`src/rtl/serial_to_word.sv`:
```
// serial_to_word: collects a serial bit stream into WIDTH-bit words and hands
// each finished word to the power-of-two detector through a one-entry
// valid/ready buffer. Bit 0 of out_word is the first bit received.
module serial_to_word #(
  parameter int WIDTH = 8,
  parameter int CW    = 5
) (
  input  logic             clock,
  input  logic             reset,
  input  logic             in_bit,
  input  logic             in_valid,
  input  logic             in_sof,
  output logic             in_ready,
  output logic [0:WIDTH-1] out_word,
  output logic             out_valid,
  input  logic             out_ready,
  output logic [7:0]       out_count
);

  logic [CW-1:0]    cnt;
  logic [0:WIDTH-2] shift;
  logic             last_bit;
  logic             accept;
  logic             complete;
  logic             handshake;

  // Handshake decode: the input only stalls when finishing a word would
  // overwrite a buffered word that the detector has not taken yet.
  always_comb begin
    last_bit  = (cnt == CW'(WIDTH - 1));
    in_ready  = !(out_valid && !out_ready && last_bit);
    accept    = in_valid && in_ready;
    complete  = accept && !in_sof && last_bit;
    handshake = out_valid && out_ready;
  end

  // Bit assembly: sof restarts the word at bit 0, the last bit moves the
  // whole word into the output buffer, other bits land at the cursor.
  always_ff @(posedge clock) begin
    if (reset) begin
      cnt      <= '0;
      shift    <= '0;
      out_word <= '0;
    end else if (accept) begin
      if (in_sof) begin
        shift[0] <= in_bit;
        cnt      <= CW'(1);
      end else if (last_bit) begin
        out_word <= {shift, in_bit};
        cnt      <= '0;
      end else begin
        for (int i = 0; i < WIDTH - 1; i++) begin
          if (cnt == CW'(i)) begin
            shift[i] <= in_bit;
          end
        end
        cnt <= cnt + CW'(1);
      end
    end
  end

  // Output buffer occupancy: a completion wins over a simultaneous handshake
  // so back-to-back words stream with no bubble.
  always_ff @(posedge clock) begin
    if (reset) begin
      out_valid <= 1'b0;
    end else if (complete) begin
      out_valid <= 1'b1;
    end else if (handshake) begin
      out_valid <= 1'b0;
    end
  end

  // Delivered-word counter, wrapping naturally at 8 bits.
  always_ff @(posedge clock) begin
    if (reset) begin
      out_count <= '0;
    end else if (handshake) begin
      out_count <= out_count + 8'd1;
    end
  end

endmodule

```
`config.mk`:
```
export PLATFORM = sky130hd
export DESIGN_NAME = serial_to_word
export DESIGN_NICKNAME = d
export VERILOG_FILES = /design/src/rtl/serial_to_word.sv
export SDC_FILE = /design/constraint.sdc
export NUM_CORES = 1
export LEC_CHECK = 0
export BUFFER_PORTS_ARGS = -buffer_cell sky130_fd_sc_hd__buf_2
export CORE_UTILIZATION = 58
export DETAILED_ROUTE_END_ITERATION = 6
export GPL_ROUTABILITY_DRIVEN = 0
export PLACE_DENSITY = 0.92
export SLEW_MARGIN = 20
export SYNTH_ARGS = -nofsm -noshare
export SYNTH_HDL_FRONTEND = slang
export SYNTH_SLANG_ARGS = --single-unit
export TNS_END_PERCENT = 1
```
`constraint.sdc`:
```
create_clock -name clock -period 3.1 [get_ports clock]
set_input_delay 0.31 -clock clock [delete_from_list [all_inputs] [get_ports clock]]
set_output_delay 0.31 -clock clock [all_outputs]
set_load 0.03 [all_outputs]
```
# After elaboration in Yosys (flattened, before gate mapping)
# Cells that the tools add are included.
[totals]
latchBits = 0
in_bits = 6
romBits = 0
mem_count = 0
ram_bits = 0
reg_bits = 29
out_inout_bits = 18
[classes]
n_reduce_logical = 20
n_mux = 13
n_lt_le_gt_ge = 0
multipliers = 0
bitwise_logic = 2
n_shift = 0
addsub = 2
eq_ne = 8
div_mod_pow = 0
[ops]
columns = ["cell", "n"]
rows = [
  ["4-bit AND reduction", 6],
  ["5-bit by 3-bit equality test with 1-bit output (second input constant)", 4],
  ["5-bit by 2-bit equality test with 1-bit output (second input constant)", 2],
  ["1-bit two-way mux", 10],
  ["5-bit two-way mux", 2],
  ["8-bit by 1-bit adder with 8-bit output (second input constant)", 1],
  ["7-bit two-way mux", 1],
  ["1-bit logical AND", 6],
  ["3-bit AND reduction", 2],
  ["5-bit by 1-bit adder with 5-bit output (second input constant)", 1],
  ["5-bit by 1-bit equality test with 1-bit output (second input constant)", 1],
  ["5-bit zero test", 1],
  ["2-bit nonzero test", 2],
  ["1-bit zero test", 3],
  ["2-bit != test (second input constant)", 1],
  ["1-bit inverter", 2],
]

# Logic depth before layout (Yosys ltp)
[depth]
word_depth = 8
depth_mapped = 6
mapped_depth_nobuf = 6

# Worst setup path before layout
# No wires, ideal clock.
[synth_path]
path_type = "register to output"
startpoint = "reg cnt[0]"
endpoint = "out in_ready"
path_stages_with_launch = 4
arrival_ns = 1.191
required_time_ns = 2.790
path_slack_ns = 1.599
path_buffers = 0
path_cell_list = "dfxtp_1 > ha_1 > nand4bb_1 > or2_1"
[synth_between]
elab_chain_cells = 3
[synth_lines]
columns = ["item", "line", "text"]
rows = [
  ["from (decl)", "20", "logic [CW-1:0] cnt;"],
  ["from (signal assigned)", "57", "cnt <= cnt + CW'(1);"],
  ["5-bit by 3-bit equality test with 1-bit output", "30", "last_bit = (cnt == CW'(WIDTH - 1));"],
  ["1-bit logical AND", "31", "in_ready = !(out_valid && !out_ready && last_bit);"],
  ["1-bit zero test", "31", ""],
  ["to (decl)", "13", "output logic in_ready,"],
]
# Every way passes these cells.

# Worst setup path after layout
# Same ends and word-level chain as after synthesis.

==> qor.log <==
qor: critical_path.r2r-end cnt[0]
qor: critical_path.crit_path_end_kind primary output
qor: synthesis.synth_edf_count 0
qor: placed_design.buffer_ports.inserted 23
qor: detailed_routing.finalWirelength 2750 um
qor: detailed_routing.drt.antenna.violating_nets 0
qor: power.power_leakage 0.722 nW
qor: timing.worst_slew_margin_rel 58.2%
qor: die.floorplan.die.height 49.9 um
qor: timing.hold_violation_total_from_the_final_report 0
qor: clock_network.cts_repair_resize_count 0
qor: critical_path.start_kind register
qor: power.power_dissipated_by_switching_net_loads 152 uW
qor: synthesis.post_synth_inst_count 138
qor: synthesis.synth_cell_types 36
qor: die.die_x 49.9 um
qor: clock_network.ctsHoldBuffers 0
qor: clock_network.clkTransAtPathRegs 0.09 ns
qor: synthesis.yosysTopAreaCellShare 43.6%
qor: detailed_routing.drtIter0Drc 45
qor: die.floorplan.initialDensity 64.6%
qor: synthesis.complex_gate_fraction_of_the_synthesized_area 6.85%
qor: outcome.outcome finished, final reports clean
qor: timing.grt_setup_unrepaired no
qor: synthesis.synth_simple_gate_area_share 24.8%
qor: detailed_routing.drtPass1Iterations 4
qor: timing.final-max-slew-violation-count 0
qor: critical_path.timing.setup.critical_path_class reg2out
qor: detailed_routing.drt-vias-per-instance 5.98
qor: global_route.gr-total-overflow 0
qor: synthesis.synthAdderAreaFrac 4.69%
qor: critical_path.largest_fanout_on_the_critical_path 7
qor: timing.clock-skew-final 0.00976 ns
qor: power.p_total 648 uW
qor: synthesis.postSynthRegisterBits 29
qor: synthesis.syn_nets 149
qor: synthesis.top_area_cells_in_the_synthesized_netlist dfxtp_1, mux2i_1, nor2_1, ha_1, xor2_1
qor: detailed_routing.num_vias 1124
qor: clock_network.cts.sinks 29
qor: critical_path.cp_data_arrival_time 1.81 ns
qor: timing.report.final.setup_viol 0
qor: hold_path.hold_path.startpoint in_valid
qor: detailed_routing.detail_route.drc_violations 0
qor: power.power_density 432 nW/um^2
qor: timing.slew_at_the_pin_closest_to_its_max_slew_limit 0.626 ns
qor: synthesis.yosys_warnings 0
qor: clock_network.clock_tree_from_tritoncts yes
qor: hold_path.type_of_the_tightest_min_delay_check in2reg
qor: power.clkPwrFrac 35.6%
qor: die.dieArea 2490 um^2
qor: synthesis.syn_area_per_cell 9.66 um^2
qor: power.switching_share 23.4%
qor: cells_and_area.final_layout_size_suffix_gt1_share 20.5%
qor: synthesis.synth.cell_area 1330 um^2
qor: run.max_cap_viol_count 0
qor: critical_path.worst_r2r_path_depth 5
qor: synthesis.yosys.area_share.xor_xnor 4.60%
qor: clock_network.clock_tree.buffer_depth 2
qor: synthesis.synth.mux.area_fraction 12.0%
qor: timing.fin_crit_sh 68.4%
qor: clock_network.htreeDepth 2
qor: global_route.grt_max_degree 30
qor: clock_network.cts_post_setup_buffers_inserted 0
qor: power.internal_power 496 uW
qor: power.power.share.sequential 58.6%
qor: cells_and_area.stdcell_count 188
qor: timing.fin_crit 2.12 ns
qor: placed_design.place.detailed.instances 181
qor: die.core 2060 um^2
qor: critical_path.worst-endpoint-required 2.79 ns
qor: synthesis.synthArstFlopShare 0%
qor: power.max-vdd-ir-drop 0.000329 V
qor: placed_design.detailed_place_hpwl 1990 um
qor: synthesis.ys_dominant_reg_cell dfxtp_1
qor: critical_path.timing.rr.start cnt[0]
qor: hold_path.min_delay_path_depth 2
qor: detailed_routing.avgRoutedWirePerCell 14.6 um
qor: global_route.grt_pass1_wl 4780 um
qor: timing.timing.fmax 0.471 GHz
qor: placed_design.detailedPlace.worstSlack 1.35 ns
qor: global_route.antenna_found_initial 0
qor: power.combPwrFrac 5.7%
qor: timing.finalSetupTns 0 ns
qor: global_route.via_count_of_the_first_global_routing_pass 1113
qor: cells_and_area.final_net_count 172
qor: cells_and_area.syn2layout_area_growth 12.4%
qor: die.design.portCount 24
qor: clock_network.cell_at_the_root_of_the_clock_tree clkbuf_4
qor: synthesis.yosysTopAreaCell dfxtp_1
qor: hold_path.timing.hold.worst_endpoint cnt[3]
qor: global_route.grt_use_total 25.7%
qor: clock_network.clock_latency 0.32 ns
qor: critical_path.r2r_setup_slack 1.30 ns
qor: synthesis.synth_sequential_area_ratio 43.6%
qor: timing.timing.final.ws_setup 0.979 ns
qor: clock_network.cts_inserted_buffers 5
qor: synthesis.main_combinational_cell_family_by_area_after_synthesis simple AND/OR/NAND/NOR gates
qor: die.rows 16
qor: cells_and_area.antenna_cells 0
through the flow:
step / hold slack, ns / instance area (um^2) / util, %
final: 0.298 / 1500 / 72.6
after global routing: 0.303 / 1500 / 72.6
after CTS: 0.287 / 1500 / 72.6
after detailed placement: 0.489 / 1440 / 70.0
after global placement: 0.471 / 1440 / 70.0
after floorplan: 0.423 / 1330 / -
worst max path at each step:
| stage | from | endpoint | slack [ns] | cells past startpoint |
|---|---|---|---|---|
| 6_report | cnt[0] | in_ready | 0.98 | 4 |
| 5_1_grt | cnt[0] | in_ready | 0.85 | 4 |
| 4_1_cts | cnt[0] | in_ready | 0.99 | 4 |
| 3_5_place_dp | cnt[0] | cnt[0] | 1.35 | 5 |
| 3_3_place_gp | cnt[0] | in_ready | 1.50 | 4 |
| 2_1_floorplan | cnt[0] | in_ready | 1.60 | 3 |
cell families after synthesis:
| family | count (synthesis) |
|---|---|
| AO/OA/AOI/OAI | 13 |
| XOR/XNOR | 7 |
| adder cells (fa/ha/maj) | 5 |
| buffers and inverters | 9 |
| flip-flops | 29 |
| multiplexers | 16 |
| AND/OR/NAND/NOR | 59 |
synth_stat cells, drive strengths merged, types with 2 or more instances:
library cell	n
buf	2
xor2	6
nor2	29
nand3	7
a22oi	2
a21oi	3
nor4b	2
o21ai	2
dfxtp	29
ha	5
and3	4
mux2i	16
nand4	5
clkbuf	5
nand2b	2
inv	2
nand2	2
critical path, cell delays in order, from the launching register on:
cell	delay, ns
dfxtp_1	0.47
ha_1	0.34
nand4bb_1	0.23
or2_1	0.28
buf_2	0.17
routing by layer:
metal | vias to the layer above | GRT usage, % | wire (um)
met5 | - | 0 | 0
met4 | 0 | 11.9 | 74
met3 | 15 | 8.33 | 213
met2 | 68 | 44.6 | 1340
met1 | 515 | 28.0 | 1120
li1 | 526 | - | -
layout make-up:
type / count / area [um^2]
fillers: 157 / 564
clock buffers: 7 / 55.1
inverters: 2 / 7.51
flip-flops and latches: 29 / 581
well taps: 27 / 33.8
repair buffers: 23 / 115
multi-input cells: 100 / 706
layout by cell type (no fill, tap or decap), types with 3 or more instances in the layout:
cell type / synthesis / layout
ha_1: 5 / 5
and3_1: 4 / 4
a21oi_1: 3 / 3
clkbuf_4: 0 / 5
dfxtp_1: 29 / 29
mux2i_1: 16 / 16
nand4_1: 5 / 5
xor2_1: 6 / 6
nor2_1: 28 / 28
nand3_1: 6 / 6
buf_2: 2 / 23
power groups by stage:
stage | clock network [mW] | registers [mW] | logic, mW
6_report | 0.231 | 0.380 | 0.0372
5_1_grt | 0.248 | 0.380 | 0.0409
4_1_cts | 0.234 | 0.379 | 0.0365
3_5_place_dp | 0 | 0.388 | 0.0361
3_3_place_gp | 0 | 0.388 | 0.0338
2_1_floorplan | 0 | 0.387 | 0.0270
sequential cells by signal (all words and copies together), names as in the netlist:
register   count
out_word       8
shift          7
cnt            5
out_count      8
out_valid      1
Note: power is estimated with default switching activity, not from simulation.
